===== src/rtl/change_dispenser_pkg.sv =====
// Shared types and defaults for the coin-return dispenser.
// States, default timing constants and the coin unit live here.
package change_dispenser_pkg;

  typedef enum logic [2:0] {
    S_IDLE,
    S_EJECT,
    S_WAIT_SENSE,
    S_SETTLE,
    S_DONE,
    S_ERROR
  } dispense_state_t;

  localparam int DEF_MAX_CHANGE    = 3;
  localparam int DEF_AMT_W         = 3;
  localparam int DEF_PULSE_CYCLES  = 4;
  localparam int DEF_SETTLE_CYCLES = 2;
  localparam int DEF_TIMEOUT       = 16;
  localparam int COIN_UNIT         = 5;

  function automatic int tmr_width(int a, int b, int c);
    int m;
    m = a;
    if (b > m) m = b;
    if (c > m) m = c;
    return (m < 2) ? 1 : $clog2(m);
  endfunction

endpackage


===== src/rtl/change_dispenser_cycle_timer.sv =====
// Loadable down-counter; zero_o flags the last cycle of a timed state.
// Loading N-1 on state entry makes the state last N cycles.
module cycle_timer #(
  parameter int W = 4
) (
  input  logic         clk_i,
  input  logic         rst_ni,
  input  logic         load_i,
  input  logic [W-1:0] load_val_i,
  output logic         zero_o
);

  logic [W-1:0] cnt_q;

  always_ff @(posedge clk_i) begin
    if (!rst_ni) begin
      cnt_q <= '0;
    end else if (load_i) begin
      cnt_q <= load_val_i;
    end else if (cnt_q != '0) begin
      cnt_q <= cnt_q - 1'b1;
    end
  end

  assign zero_o = (cnt_q == '0);

endmodule


===== src/rtl/change_dispenser.sv =====
// Coin-return responder: pulses the hopper solenoid per coin,
// confirms each on the exit sensor, reports done or jam.
module change_dispenser
  import change_dispenser_pkg::*;
#(
  parameter int MAX_CHANGE    = DEF_MAX_CHANGE,
  parameter int AMT_W         = DEF_AMT_W,
  parameter int PULSE_CYCLES  = DEF_PULSE_CYCLES,
  parameter int SETTLE_CYCLES = DEF_SETTLE_CYCLES,
  parameter int TIMEOUT       = DEF_TIMEOUT
) (
  input  logic             clk_i,
  input  logic             rst_ni,
  input  logic             req_i,
  input  logic [AMT_W-1:0] amount_i,
  input  logic             coin_sense_i,
  output logic             eject_o,
  output logic             busy_o,
  output logic             done_o,
  output logic             err_o,
  output logic [AMT_W-1:0] paid_o
);

  localparam int TMR_W =
    tmr_width(PULSE_CYCLES, SETTLE_CYCLES, TIMEOUT);

  dispense_state_t state_q, state_d;
  logic [AMT_W-1:0] rem_q, paid_q;
  logic             seen_q, err_q;
  logic             eject_q, busy_q, done_q;
  logic             tmr_zero, tmr_load;
  logic [TMR_W-1:0] tmr_val;
  logic             accept, coin_ok;

  assign accept  = (state_q == S_IDLE) && req_i;
  assign coin_ok = (state_d == S_SETTLE) &&
                   (state_q != S_SETTLE);

  always_comb begin
    state_d = state_q;
    unique case (state_q)
      S_IDLE: begin
        if (req_i) begin
          if (amount_i == '0)
            state_d = S_DONE;
          else if (amount_i > AMT_W'(MAX_CHANGE))
            state_d = S_ERROR;
          else
            state_d = S_EJECT;
        end
      end
      S_EJECT: begin
        if (tmr_zero)
          state_d = (seen_q || coin_sense_i) ?
                    S_SETTLE : S_WAIT_SENSE;
      end
      S_WAIT_SENSE: begin
        if (coin_sense_i)
          state_d = S_SETTLE;
        else if (tmr_zero)
          state_d = S_ERROR;
      end
      S_SETTLE: begin
        if (tmr_zero)
          state_d = (rem_q != '0) ? S_EJECT : S_DONE;
      end
      S_DONE:  state_d = S_IDLE;
      S_ERROR: state_d = S_IDLE;
      default: state_d = S_IDLE;
    endcase
  end

  // Every timed state is reloaded on entry; no state re-enters itself.
  assign tmr_load = (state_d != state_q);

  always_comb begin
    tmr_val = '0;
    unique case (state_d)
      S_EJECT:      tmr_val = TMR_W'(PULSE_CYCLES - 1);
      S_WAIT_SENSE: tmr_val = TMR_W'(TIMEOUT - 1);
      S_SETTLE:     tmr_val = TMR_W'(SETTLE_CYCLES - 1);
      default:      tmr_val = '0;
    endcase
  end

  cycle_timer #(.W(TMR_W)) u_timer (
    .clk_i      (clk_i),
    .rst_ni     (rst_ni),
    .load_i     (tmr_load),
    .load_val_i (tmr_val),
    .zero_o     (tmr_zero)
  );

  always_ff @(posedge clk_i) begin
    if (!rst_ni) begin
      state_q <= S_IDLE;
      rem_q   <= '0;
      paid_q  <= '0;
      seen_q  <= 1'b0;
      err_q   <= 1'b0;
      eject_q <= 1'b0;
      busy_q  <= 1'b0;
      done_q  <= 1'b0;
    end else begin
      state_q <= state_d;
      eject_q <= (state_d == S_EJECT);
      busy_q  <= (state_d != S_IDLE);
      done_q  <= (state_d == S_DONE) ||
                 (state_d == S_ERROR);
      if (accept) begin
        err_q  <= 1'b0;
        paid_q <= '0;
        rem_q  <= amount_i;
        seen_q <= 1'b0;
      end
      if (state_d == S_ERROR)
        err_q <= 1'b1;
      if (state_q == S_EJECT && coin_sense_i)
        seen_q <= 1'b1;
      if (coin_ok) begin
        paid_q <= paid_q + 1'b1;
        rem_q  <= rem_q - 1'b1;
        seen_q <= 1'b0;
      end
    end
  end

  assign eject_o = eject_q;
  assign busy_o  = busy_q;
  assign done_o  = done_q;
  assign err_o   = err_q;
  assign paid_o  = paid_q;

endmodule

===== config.mk =====
export PLATFORM = sky130hd
export DESIGN_NAME = change_dispenser
export DESIGN_NICKNAME = d
export VERILOG_FILES = /design/src/rtl/change_dispenser_pkg.sv /design/src/rtl/change_dispenser_cycle_timer.sv /design/src/rtl/change_dispenser.sv
export SDC_FILE = /design/constraint.sdc
export NUM_CORES = 1
export LEC_CHECK = 0
export CAP_MARGIN = 20
export CORE_MARGIN = 3
export CORE_UTILIZATION = 40
export CTS_BUF_LIST = sky130_fd_sc_hd__clkbuf_16
export DETAILED_ROUTE_END_ITERATION = 16
export MAX_ROUTING_LAYER = met4
export PLACE_DENSITY = 0.65
export SLEW_MARGIN = 20
export SYNTH_ARGS = -nofsm -noshare
export SYNTH_HDL_FRONTEND = slang
export SYNTH_SLANG_ARGS = --single-unit

===== constraint.sdc =====
create_clock -name clk_i -period 6.4 [get_ports clk_i]
set_clock_uncertainty 0.2 [all_clocks]
set_input_delay 0.64 -clock clk_i [delete_from_list [all_inputs] [get_ports clk_i]]
set_output_delay 0.64 -clock clk_i [all_outputs]
set_load 0.01 [all_outputs]

==> impl_metrics.xml, run 1 <==
<?xml version="1.0" encoding="UTF-8"?>
<metrics>
  <group name="setup_path">
    <metric name="worstPathMaxFanout" unit="">13</metric>
    <metric name="r2r-start" unit="">rem_q[0]$_SDFFE_PN0P_</metric>
    <metric name="slowest_delay" unit="ns">0.52</metric>
    <metric name="crit_path_end_kind" unit="">register</metric>
    <metric name="reg2reg_depth" unit="">9</metric>
    <metric name="cp_slowest_cell" unit="">clkdlybuf4s50_1</metric>
    <metric name="crit-reg2reg-capture" unit="">paid_o[2]$_SDFFE_PN0P_</metric>
    <metric name="timing_worst_setup_path_type" unit="">in -&gt; reg</metric>
    <metric name="critPathLaunchType" unit="">primary input</metric>
    <metric name="regToRegSetupSlack" unit="ns">3.72</metric>
    <metric name="critical_path_required" unit="ns">6.37</metric>
    <metric name="crit_chain" unit="">clkdlybuf4s50_1 &gt; inv_1 &gt; o21ai_0 &gt; a32o_1 &gt; o2111ai_2 &gt; or3b_1 &gt; a31oi_1</metric>
    <metric name="worstPathArrival" unit="ns">2.77</metric>
  </group>
  <group name="final_layout">
    <metric name="synthToLayoutAreaGrowth" unit="%">23.4</metric>
    <metric name="insertedDiodeCount" unit="">0</metric>
    <metric name="layout-drive-gt1-share" unit="">0.0976</metric>
    <metric name="final_nets" unit="">135</metric>
    <metric name="finalInstanceArea" unit="um^2">1200</metric>
    <metric name="finish.utilization" unit="">0.533</metric>
    <metric name="fillCellCount" unit="">227</metric>
  </group>
  <group name="clocking">
    <metric name="cts_tree" unit="">built</metric>
    <metric name="cts_inserted_buffers" unit="">3</metric>
    <metric name="path_clk_slew" unit="ns">0.05</metric>
    <metric name="clock_sink_count" unit="">18</metric>
    <metric name="htree_num_levels" unit="">1</metric>
    <metric name="post_cts.repair.setup_buffers" unit="">0</metric>
    <metric name="insertion_delay" unit="ns">0.24</metric>
    <metric name="postCtsResizedCells" unit="">0</metric>
    <metric name="clk_root_buffer_cell" unit="">clkbuf_16</metric>
    <metric name="clock_path_buffers" unit="">2</metric>
    <metric name="cts_hold_buf" unit="">0</metric>
  </group>
  <group name="placement">
    <metric name="dp_hpwl" unit="um">1520</metric>
    <metric name="dpl-instance-area" unit="um^2">1120</metric>
    <metric name="finalWeightedCongestion" unit="">0.838</metric>
    <metric name="dpl_worst_slack" unit="ns">3.38</metric>
    <metric name="io_buffers" unit="">13</metric>
  </group>
  <group name="yosys">
    <metric name="synth-seq-area-share" unit="">0.370</metric>
    <metric name="synthMostInstantiatedCell" unit="">dfxtp_1</metric>
    <metric name="synth_area" unit="um^2">975</metric>
    <metric name="distinct_cell_type_count_of_the_synthesized_netlist" unit="">41</metric>
    <metric name="post_synth_most_frequent_cells" unit="">dfxtp_1, inv_1, a21oi_1</metric>
    <metric name="syn-mean-instance-area" unit="um^2">9.02</metric>
    <metric name="synthArstFlopShare" unit="">0</metric>
    <metric name="syn-num-nets" unit="">119</metric>
    <metric name="synth.ff_latch_count" unit="">18</metric>
    <metric name="yosys-top-cells-area" unit="">dfxtp_1, ha_1, a21oi_1</metric>
    <metric name="synth_top_area_share" unit="">0.370</metric>
    <metric name="synth.largest_area_cell" unit="">dfxtp_1</metric>
    <metric name="yosysWarningCount" unit="">0</metric>
    <metric name="postSynthCellCount" unit="">108</metric>
    <metric name="synth-edff-count" unit="">0</metric>
    <metric name="synth_ff_type" unit="">dfxtp_1</metric>
  </group>
  <group name="pwr">
    <metric name="seqPwrFrac" unit="">0.326</metric>
    <metric name="total_leakage_power" unit="nW">0.485</metric>
    <metric name="pwr-share-clk" unit="">0.245</metric>
    <metric name="internal-power" unit="mW">0.329</metric>
    <metric name="power-per-cell-area" unit="nW/um^2">416</metric>
    <metric name="netSwitchingPower" unit="mW">0.171</metric>
    <metric name="switching_share" unit="">0.343</metric>
    <metric name="p_comb_frac" unit="">0.429</metric>
    <metric name="ir_worst_vdd" unit="mV">0.169</metric>
    <metric name="finalPower" unit="mW">0.500</metric>
  </group>
  <group name="drt">
    <metric name="wl_per_cell" unit="um">13.4</metric>
    <metric name="detail_route.drc_violations" unit="">0</metric>
    <metric name="routed-via-count" unit="">842</metric>
    <metric name="drt-vias-per-instance" unit="">5.58</metric>
    <metric name="totalWireLength" unit="um">2020</metric>
    <metric name="route.antenna.remaining_nets" unit="">0</metric>
    <metric name="number_of_detailed_route_iterations_in_the_first_pass" unit="">4</metric>
    <metric name="detail_route.iter0.violations" unit="">24</metric>
  </group>
  <group name="job">
    <metric name="timing.max_cap.violations" unit="">0</metric>
  </group>
  <group name="worst_hold_path">
    <metric name="whs_path_depth" unit="">2</metric>
    <metric name="hp-start" unit="">rem_q[1]$_SDFFE_PN0P_</metric>
    <metric name="worstHoldEndpoint" unit="">rem_q[1]$_SDFFE_PN0P_</metric>
    <metric name="min-delay-path-class" unit="">reg -&gt; reg</metric>
  </group>
  <group name="die">
    <metric name="dieWidth" unit="um">55.4</metric>
    <metric name="number_of_rows_created_at_floorplan" unit="">17</metric>
    <metric name="die_area" unit="um^2">3070</metric>
    <metric name="fp.dieH" unit="um">55.4</metric>
    <metric name="top_level_ports" unit="">14</metric>
    <metric name="start_util" unit="">0.432</metric>
    <metric name="design.core.area" unit="um^2">2250</metric>
  </group>
  <group name="global_route">
    <metric name="grt_start_max_net_pins" unit="">14</metric>
    <metric name="first_pass_grt_wire_length" unit="um">3440</metric>
    <metric name="grt_pass1_vias" unit="">778</metric>
    <metric name="grt_remaining_overflow" unit="">0</metric>
    <metric name="antenna_found_initial" unit="">0</metric>
    <metric name="grt_use_total" unit="">0.142</metric>
  </group>
  <group name="status">
    <metric name="run_status" unit="">finished clean</metric>
  </group>
  <group name="timing">
    <metric name="worst_slew_pin_slew" unit="ns">0.564</metric>
    <metric name="report.final.setup_viol" unit="">0</metric>
    <metric name="max-slew-margin-rel" unit="">0.624</metric>
    <metric name="setup_total_negative_slack" unit="ns">0</metric>
    <metric name="timing.final.hold_violations" unit="">0</metric>
    <metric name="rsz_0062_raised_after_global_routing" unit="">no</metric>
    <metric name="final_worst_path_setup_slack" unit="ns">3.60</metric>
    <metric name="finalMaxSlewViolations" unit="">0</metric>
    <metric name="max_freq" unit="MHz">357</metric>
    <metric name="fin_crit" unit="ns">2.80</metric>
    <metric name="share_of_the_cycle_needed_by_the_critical_path_after_routing" unit="">0.437</metric>
  </group>
</metrics>
-- worst max-delay path by stage --
stage | from | cells after the start | to | slack (ns)
floorplan | u_timer.cnt_q[0]$_SDFFE_PN0P_ | 8 | u_timer.cnt_q[1]$_SDFFE_PN0P_ | 4.14
global placement | coin_sense_i | 7 | paid_o[2]$_SDFFE_PN0P_ | 3.42
detailed placement | coin_sense_i | 7 | paid_o[2]$_SDFFE_PN0P_ | 3.38
CTS | coin_sense_i | 7 | paid_o[2]$_SDFFE_PN0P_ | 3.62
global route | coin_sense_i | 7 | paid_o[2]$_SDFFE_PN0P_ | 3.47
finish | coin_sense_i | 7 | paid_o[2]$_SDFFE_PN0P_ | 3.60
-- worst max-delay path, delay by kind of cell --
| family | cells | cell delay, ns |
|---|---|---|
| buffers and inverters | 2 | 0.59 |
| and+or+nand+nor | 1 | 0.45 |
| AOI/OAI and AO/OA | 4 | 1.10 |
-- flip-flops by register name (all words and copies together) (netlist names) --
| register | cells |
|---|---|
| u_timer.cnt_q | 4 |
| rem_q | 3 |
| eject_o | 1 |
| paid_o | 3 |
| busy_o | 1 |
| done_o | 1 |
| seen_q | 1 |
| state_q | 3 |
| err_o | 1 |
-- per-stage QoR --
| stage | std cells | hold WS, ns |
|---|---|---|
| global placement | 147 | 0.265 |
| CTS | 151 | 0.280 |
| global route | 151 | 0.305 |
| detailed placement | 147 | 0.266 |
| floorplan | 108 | 0.248 |
| finish | 151 | 0.273 |
-- area by class of cell --
class                      instances  area (um^2)  share of cell area
clock inverter                     1         3.75             0.00312
sequential                        18          360               0.300
inverter                          12         45.0              0.0375
timing repair buffer              13          130               0.108
multi-input combinational         76          553               0.460
clock buffer                       3         75.1              0.0624
tap                               28         35.0              0.0291
-- metal layers --
layer | vias up | share of wire | global-route usage
li1 | 429 | - | -
met1 | 389 | 0.45 | 0.182
met2 | 20 | 0.49 | 0.223
met3 | 4 | 0.050 | 0.0280
met4 | 0 | 0.0089 | 0.0486
met5 | - | 0 | -
-- cell families (layout without fill, tap and decap cells) --
logic type                 count (synthesis)  after routing  share of synthesized area
AOI/OAI and AO/OA                         33             33                      0.239
buffers and inverters                     14             29                     0.0629
muxes                                      2              2                     0.0205
and+or+nand+nor                           36             36                      0.248
adders and majority gates                  4              4                     0.0513
DFF                                       18             18                      0.370
xor gates and xnor gates                   1              1                    0.00899
-- power by group through the flow --
stage / sequential (mW) / clock, mW / combinational, mW
2_1_floorplan: 0.164 / 0 / 0.160
3_3_place_gp: 0.164 / 0 / 0.211
3_5_place_dp: 0.165 / 0 / 0.215
4_1_cts: 0.163 / 0.126 / 0.216
5_1_grt: 0.167 / 0.129 / 0.238
6_report: 0.163 / 0.123 / 0.215
-- placed cells by master, fill, tap and decap left out, types with 2 or more instances in the layout --
master | Yosys | routed
nor2_1 | 4 | 4
a21oi_1 | 9 | 9
nor2b_1 | 2 | 2
dfxtp_1 | 18 | 18
or2_1 | 2 | 2
o21ai_0 | 6 | 6
or3_1 | 4 | 4
nand2_1 | 4 | 4
ha_1 | 4 | 4
inv_1 | 12 | 12
clkdlybuf4s50_1 | 0 | 13
nor3_1 | 2 | 2
clkbuf_16 | 0 | 3
o31ai_1 | 2 | 2
or3b_1 | 2 | 2
mux2i_1 | 2 | 2
a2bb2oi_1 | 3 | 3
nand3_1 | 7 | 7
(Power assumes the default switching activity.)
==> inputs of run 2 (changes only) <==
--- a/config.mk
+++ b/config.mk
@@ -11,7 +11,7 @@
 export CTS_BUF_LIST = sky130_fd_sc_hd__clkbuf_16
 export DETAILED_ROUTE_END_ITERATION = 16
 export MAX_ROUTING_LAYER = met4
-export PLACE_DENSITY = 0.65
+export PLACE_DENSITY = 0.67
 export SLEW_MARGIN = 20
 export SYNTH_ARGS = -nofsm -noshare
 export SYNTH_HDL_FRONTEND = slang
==> constraint.sdc (replaced) <==
create_clock -name clk_i -period 2.35 [get_ports clk_i]
set_clock_uncertainty 0.2 [all_clocks]
set_input_delay 0.235 -clock clk_i [delete_from_list [all_inputs] [get_ports clk_i]]
set_output_delay 0.235 -clock clk_i [all_outputs]
set_load 0.01 [all_outputs]
==> impl_metrics.xml, run 2 (synthesis results as in run 1) <==
<?xml version="1.0" encoding="UTF-8"?>
<metrics>
  <group name="drt">
    <metric name="drt-vias-per-instance" unit="">5.47</metric>
    <metric name="number_of_detailed_route_iterations_in_the_first_pass" unit="">4</metric>
    <metric name="detail_route.drc_violations" unit="">0</metric>
    <metric name="wl_per_cell" unit="um">13.7</metric>
    <metric name="routed-via-count" unit="">892</metric>
    <metric name="totalWireLength" unit="um">2230</metric>
    <metric name="route.antenna.remaining_nets" unit="">0</metric>
    <metric name="detail_route.iter0.violations" unit="">20</metric>
  </group>
  <group name="clocking">
    <metric name="clk_root_buffer_cell" unit="">clkbuf_16</metric>
    <metric name="insertion_delay" unit="ns">0.25</metric>
    <metric name="path_clk_slew" unit="ns">0.05</metric>
    <metric name="cts_tree" unit="">built</metric>
    <metric name="clock_path_buffers" unit="">2</metric>
    <metric name="clock_sink_count" unit="">18</metric>
    <metric name="htree_num_levels" unit="">1</metric>
    <metric name="cts_hold_buf" unit="">0</metric>
    <metric name="cts_inserted_buffers" unit="">3</metric>
  </group>
  <group name="global_route">
    <metric name="grt_busiest_layer" unit="">met2</metric>
    <metric name="grt_remaining_overflow" unit="">0</metric>
    <metric name="grt_use_met3" unit="">0.0280</metric>
    <metric name="grt_pass1_vias" unit="">884</metric>
    <metric name="globalRouteMet1Util" unit="">0.184</metric>
    <metric name="grt_use_total" unit="">0.157</metric>
    <metric name="grt_use_met2" unit="">0.265</metric>
    <metric name="grt_start_max_net_pins" unit="">11</metric>
    <metric name="antenna_found_initial" unit="">0</metric>
    <metric name="first_pass_grt_wire_length" unit="um">3820</metric>
  </group>
  <group name="final_layout">
    <metric name="layout-drive-gt1-share" unit="">0.230</metric>
    <metric name="largest_reg_flops" unit="">4</metric>
    <metric name="final_cell_mix" unit="">dfxtp_1, clkdlybuf4s50_1, inv_1, buf_4, a21oi_1</metric>
    <metric name="finish.utilization" unit="">0.588</metric>
    <metric name="final_nets" unit="">147</metric>
    <metric name="insertedDiodeCount" unit="">0</metric>
    <metric name="max_flop_register" unit="">u_timer.cnt_q</metric>
    <metric name="final_common_cell" unit="">dfxtp_1</metric>
    <metric name="synthToLayoutAreaGrowth" unit="%">36.1</metric>
  </group>
  <group name="die">
    <metric name="fp.dieH" unit="um">55.4</metric>
    <metric name="dieWidth" unit="um">55.4</metric>
    <metric name="number_of_rows_created_at_floorplan" unit="">17</metric>
    <metric name="top_level_ports" unit="">14</metric>
    <metric name="die_area" unit="um^2">3070</metric>
    <metric name="start_util" unit="">0.432</metric>
    <metric name="design.core.area" unit="um^2">2250</metric>
  </group>
  <group name="setup_path">
    <metric name="worstPathMaxFanout" unit="">6</metric>
    <metric name="crit_path_end_kind" unit="">register</metric>
    <metric name="critical_path_required" unit="ns">2.34</metric>
    <metric name="critPathLaunchType" unit="">register</metric>
    <metric name="worstPathArrival" unit="ns">2.23</metric>
    <metric name="timing_worst_setup_path_type" unit="">reg -&gt; reg</metric>
  </group>
  <group name="pwr">
    <metric name="power-per-cell-area" unit="nW/um^2">1160</metric>
    <metric name="ir_worst_vdd" unit="mV">0.668</metric>
    <metric name="total_leakage_power" unit="nW">0.547</metric>
  </group>
  <group name="timing">
    <metric name="report.final.setup_viol" unit="">0</metric>
    <metric name="worst_slew_pin_slew" unit="ns">0.327</metric>
    <metric name="finalMaxSlewViolations" unit="">0</metric>
    <metric name="timing.final.hold_violations" unit="">0</metric>
    <metric name="share_of_the_cycle_needed_by_the_critical_path_after_routing" unit="">0.952</metric>
    <metric name="max_freq" unit="MHz">447</metric>
    <metric name="setup_total_negative_slack" unit="ns">0</metric>
    <metric name="max-slew-margin-rel" unit="">0.782</metric>
    <metric name="fin_crit" unit="ns">2.24</metric>
  </group>
  <group name="worst_hold_path">
    <metric name="min-delay-path-class" unit="">reg -&gt; reg</metric>
  </group>
  <group name="placement">
    <metric name="dp_hpwl" unit="um">1680</metric>
    <metric name="finalWeightedCongestion" unit="">0.875</metric>
    <metric name="io_buffers" unit="">13</metric>
  </group>
  <group name="job">
    <metric name="timing.max_cap.violations" unit="">0</metric>
  </group>
  <group name="status">
    <metric name="run_status" unit="">finished clean</metric>
  </group>
</metrics>
-- run 2: cell types whose count changed in the layout (fill, tap and decap cells not counted), sizes merged --
cell	before	now
buf	0	12
-- run 2: final cells by class --
cell class	instances	area [um^2]
clock buffer	3	75.1
tap	28	35.0
sequential	18	363
clock inverter	1	3.75
fill	212	928
multi-input combinational	76	584
timing repair buffer	25	220
inverter	12	45.0
-- run 2: metal layers --
metal | share of wire | vias to the layer above
li1 | - | 450
met1 | 0.46 | 420
met2 | 0.50 | 17
met3 | 0.027 | 5
met4 | 0.014 | 0
met5 | 0 | -
-- run 2: worst max-delay path, cell delays in order (launching register included) --
cell     delay [ns]
dfxtp_2        0.34
inv_1          0.05
ha_2           0.17
nor3b_4        0.17
or2_1          0.23
a32o_2         0.29
or3_4          0.35
or2_1          0.25
a21oi_2        0.12
-- run 2: timing repair --
action                                  in CTS  in global routing
setup buffers                                0                  1
gates resized for setup                      0                 12
endpoints found under the setup margin       0                 10
-- run 2: power by group --
part | internal, mW | leakage, nW | switching, mW
Combinational | 0.395 | 0.361 | 0.356
Clock | 0.226 | 0.0385 | 0.115
Sequential | 0.379 | 0.148 | 0.0640
-- run 2: worst paths after layout --
kind              slack (ns)                          start  depth (start not counted)                            end
setup / recovery        0.11  u_timer.cnt_q[1]$_SDFFE_PN0P_                          8  u_timer.cnt_q[3]$_SDFFE_PN0P_
setup reg to reg        0.11  u_timer.cnt_q[1]$_SDFFE_PN0P_                          8  u_timer.cnt_q[3]$_SDFFE_PN0P_
hold / removal          0.27          rem_q[2]$_SDFFE_PN0P_                          2          rem_q[2]$_SDFFE_PN0P_
hold reg to reg         0.27          rem_q[2]$_SDFFE_PN0P_                          2          rem_q[2]$_SDFFE_PN0P_
-- run 2: per-stage QoR --
stage	hold slack (ns)	power [mW]	cell area (um^2)	std cells	setup WS, ns
2_1_floorplan	0.174	0.881	975	108	0.0869
3_5_place_dp	0.264	1.12	1210	158	-0.0378
6_report	0.267	1.54	1330	163	0.112
5_1_grt	0.294	1.64	1330	163	-0.0264
3_3_place_gp	0.257	1.10	1210	158	0.0217
4_1_cts	0.271	1.47	1280	162	0.0148
==> variant 1, RTL diff (config.mk and constraints of run 2) <==
The package constant `DEF_TIMEOUT` goes from 16 to 17.
--- a/src/rtl/change_dispenser_pkg.sv
+++ b/src/rtl/change_dispenser_pkg.sv
@@ -16,5 +16,5 @@
   localparam int DEF_PULSE_CYCLES  = 4;
   localparam int DEF_SETTLE_CYCLES = 2;
-  localparam int DEF_TIMEOUT       = 16;
+  localparam int DEF_TIMEOUT       = 17;
   localparam int COIN_UNIT         = 5;
 
Behaviour: no difference found for any inputs over 10 cycles, from zero or initial values and one cycle with rst_ni low; that may be too few to reach the edited logic, so the function may still have changed.
==> variant 1 against run 2 <==
- the flow now finishes with violations (setup timing)
- count of clock-buffer cells in the layout stayed put
- area after synthesis is 12% higher
- first-iteration DRC count grew to 3.5 times the old value
- via count is 19% higher
- wire length is 20% higher
- power is 39% higher
- sequential share of layout area is 1.8 points lower
- design area is 13% higher
- sequential cell count is 1 higher
- setup slack worse by 230 ps
- combinational power is 73% higher
- sequential power is 12% higher
- largest cell class unchanged
==> variant 1: results (changes against run 2) <==
| Metric | Value |
|---|---|
| Share of layout cells above drive strength 1 | 26.8% (+3.8 points) |
| Fin nets | 170 (+16%) |
| Routed WL | 2690 um (+20%) |
| CP Data Arrival Time | 2400 ps (+170 ps) |
| Tightest hold margin | 302 ps (+35.6 ps) |
| Max-slew headroom | 63.8% (-14 points) |
| Hold depth | 1 (-1) |
| Reg2reg path depth | 7 (-1) |
| Lkg Pwr | 0.619 nW (+13%) |
| Worst-path fanout max | 8 (+2) |
| Cell Pwr Density | 1420 mW/mm2 (+23%) |
| Number of flip-flops in the largest register | 5 (+1) |
| Cells resized by post-CTS repair | 3 (+3) |
| Final worst slack | -114 ps (-226 ps) |
| Switching Fraction | 38.5% (+3.7 points) |
| Status | finished, violations left |
| Pre-CTS WS | -143 ps (-105 ps) |
| Synth cell types | 48 (+17%) |
| Finished Layout Cells | 187 (+15%) |
| Final HPWL DP | 1820 um (+8.6%) |
| Fillers | 227 (+7.1%) |
| First-pass GRT wire length | 4480 um (+17%) |
| Initial DRC Count | 69 (+250%) |
| Top cells by area, synth | dfxtp_1 35%, ha_1 5.7%, nor2_1 4.1% |
| Worst R2R End | rem_q[0]$_SDFFE_PN0P_ |
| Post-synth top cells | 19 x dfxtp_1, 12 x nor2_1, 11 x nand2_1, 6 x nor3_1 |
| Synthesized net count | 137 (+15%) |
| Failing checks | setup timing |
| Post-CTS Setup Inserts | 2 (+2) |
| Crit-path max cell delay | 490 ps (+140 ps) |
| Combinational power share | 60.8% (+12 points) |
| Total negative slack | -708 ps (-708 ps) |
| Gr usage total | 17.8% (+2.1 points) |
| DR vias/cell | 5.66 (+3.4%) |
| Final setup violation count | 10 (+10) |
| Placed cell areas | 0.00137 mm2 (+13%) |
| # placed instances | 178 (+13%) |
| Syn Area/Cell | 8.74 um2 (-3.2%) |
[variant 1: kinds of logic (layout without fill, tap and decap cells)]
family,after synthesis,count (layout),synth area share [%]
adders and majority gates,5,5,5.73
xor gates and xnor gates,2,2,1.60
AOI/OAI and AO/OA,33,34,23.9
and+or+nand+nor,51,51,25.7
DFF,19,19,34.8
buffers and inverters,13,44,5.84
muxes,2,2,2.41
[variant 1: area by class of cell]
class                   instances  share of cell area (%)
clock buffers                   3                    5.01
clock inverters                 1                   0.250
flip-flops and latches         19                    25.5
inverters                       6                    1.50
multi-input cells              94                    45.7
well taps                      30                    2.50
repair buffers                 34                    19.4
[variant 1: metal layers]
| layer | vias up | part of all wire (%) | global-route usage, % | wire length [um] |
|---|---|---|---|---|
| met5 | - | 0 | - | 0 |
| met1 | 499 | 48 | 23.5 | 1300 |
| met4 | 0 | 1.9 | 7.62 | 51 |
| met2 | 34 | 45 | 25.6 | 1220 |
| li1 | 519 | - | - | - |
| met3 | 6 | 4.5 | 4.45 | 121 |
==> variant 2, RTL diff (settings of run 2) <==
Without the edit above. Make the reset (`rst_ni`) asynchronous in 2 clocked blocks.
--- a/src/rtl/change_dispenser_cycle_timer.sv
+++ b/src/rtl/change_dispenser_cycle_timer.sv
@@ -13,5 +13,5 @@
   logic [W-1:0] cnt_q;
 
-  always_ff @(posedge clk_i) begin
+  always_ff @(posedge clk_i or negedge rst_ni) begin
     if (!rst_ni) begin
       cnt_q <= '0;
--- a/src/rtl/change_dispenser.sv
+++ b/src/rtl/change_dispenser.sv
@@ -92,5 +92,5 @@
   );
 
-  always_ff @(posedge clk_i) begin
+  always_ff @(posedge clk_i or negedge rst_ni) begin
     if (!rst_ni) begin
       state_q <= S_IDLE;
Formal check against the unedited RTL: differs if rst_ni is asserted again (counterexample within 4 cycles, from zero or initial values and one cycle with rst_ni low); with rst_ni held inactive, the same outputs for 10 cycles.
==> variant 2 against run 2 <==
- utilization down 1.2 points
- non-clock buffer count grew 6
- setup slack improved by 15 ps
- die area grew 13%
- sequential cell count unchanged
- wire length grew 17%
- area after synthesis increased by 15%
- design area is 12% higher
- sequential power increased by 22%
- power increased by 45%
- sequential share of layout area is 3.1 points higher
- largest cell class unchanged
==> variant 2: results (changes against run 2) <==
| Metric | Value |
|---|---|
| Die area | 0.00346 mm2 (+13%) |
| Combinational power | 0.00135 W (+80%) |
| Wl on met1 | 1190 um (+17%) |
| Final HPWL DP | 2000 um (+20%) |
| Lkg Pwr | 0.656 nW (+20%) |
| Fin nets | 158 (+7.5%) |
| Placed cell areas | 0.00139 mm2 (+15%) |
| Pre-CTS WS | 24.6 ps (+62.4 ps) |
| Met3 wire length | 80 um (+33%) |
| Multi-input combinational area share | 40.2% (-3.8 points) |
| Synth Area in Adders | 4.48% (-0.65 points) |
| Clk tree area frac | 5.33% (-0.62 points) |
| Int Power | 0.00135 W (+35%) |
| Pin count of the biggest net entering global routing | 19 (+8) |
| Post-synth top cells | 18 x dfrtp_1, 13 x inv_1, 8 x nand2_1, 7 x nor2_1 |
| Status | finished clean |
| Slowest-stage cell, CP | or3b_4 |
| Worst Hold Class | in -> async |
| CP Data Arrival Time | 2150 ps (-80 ps) |
| WL per Instance | 14.8 um (+8.4%) |
| Peak VDD IR | 0.881 mV (+32%) |
| Buffers outside the clock class | 31 (+24%) |
| Tightest hold margin | 111 ps (-155 ps) |
| Routability cong. | 0.960 (+9.8%) |
| XOR/XNOR Fraction of Synth Area | 1.57% (+0.67 points) |
| Share of layout cells above drive strength 1 | 23.3% (+0.32 points) |
| Fillers | 242 (+14%) |
| Fraction of the mapped netlist area in compound gates | 28.7% (+4.8 points) |
| Seq/Total Area, Yosys | 40.4% (+3.4 points) |
| Area Growth Syn to Fin | 32.6% |
| Cell Pwr Density | 1510 mW/mm2 (+30%) |
| Post-synthesis mux area share | 1.79% (-0.26 points) |
| First-pass GRT wire length | 4650 um (+22%) |
| Worst reg2reg path startpoint | u_timer.cnt_q[0]$_DFFE_PN0P_ |
| Gr usage total | 18.3% (+2.6 points) |
| FF+latch area | 450 um2 (+24%) |
| Met1 Use GR | 22.7% (+4.4 points) |
| Max-slew headroom | 75.7% (-2.4 points) |
| Finished Layout Cells | 176 (+8.0%) |
| Multi-In Gates | 79 (+3.9%) |
==> variant 2: worst max-delay path by stage <==
| stage | startpoint | end | cells after the start |
|---|---|---|---|
| 3_3_place_gp | req_i | rem_q[1]$_DFFE_PN0P_ | 6 |
| 6_report | u_timer.cnt_q[0]$_DFFE_PN0P_ | busy_o$_DFF_PN0_ | 7 |
| 5_1_grt | u_timer.cnt_q[0]$_DFFE_PN0P_ | busy_o$_DFF_PN0_ | 7 |
| 2_1_floorplan | u_timer.cnt_q[0]$_DFFE_PN0P_ | busy_o$_DFF_PN0_ | 8 |
| 3_5_place_dp | u_timer.cnt_q[0]$_DFFE_PN0P_ | busy_o$_DFF_PN0_ | 7 |
| 4_1_cts | u_timer.cnt_q[0]$_DFFE_PN0P_ | rem_q[1]$_DFFE_PN0P_ | 7 |
==> variant 2: timing repair <==
item / in CTS / in global routing
endpoints found under the setup margin: 1 / 12
hold buffers: 0 / 0
gates resized for setup: 1 / 6
endpoints found under the hold margin: 0 / 0
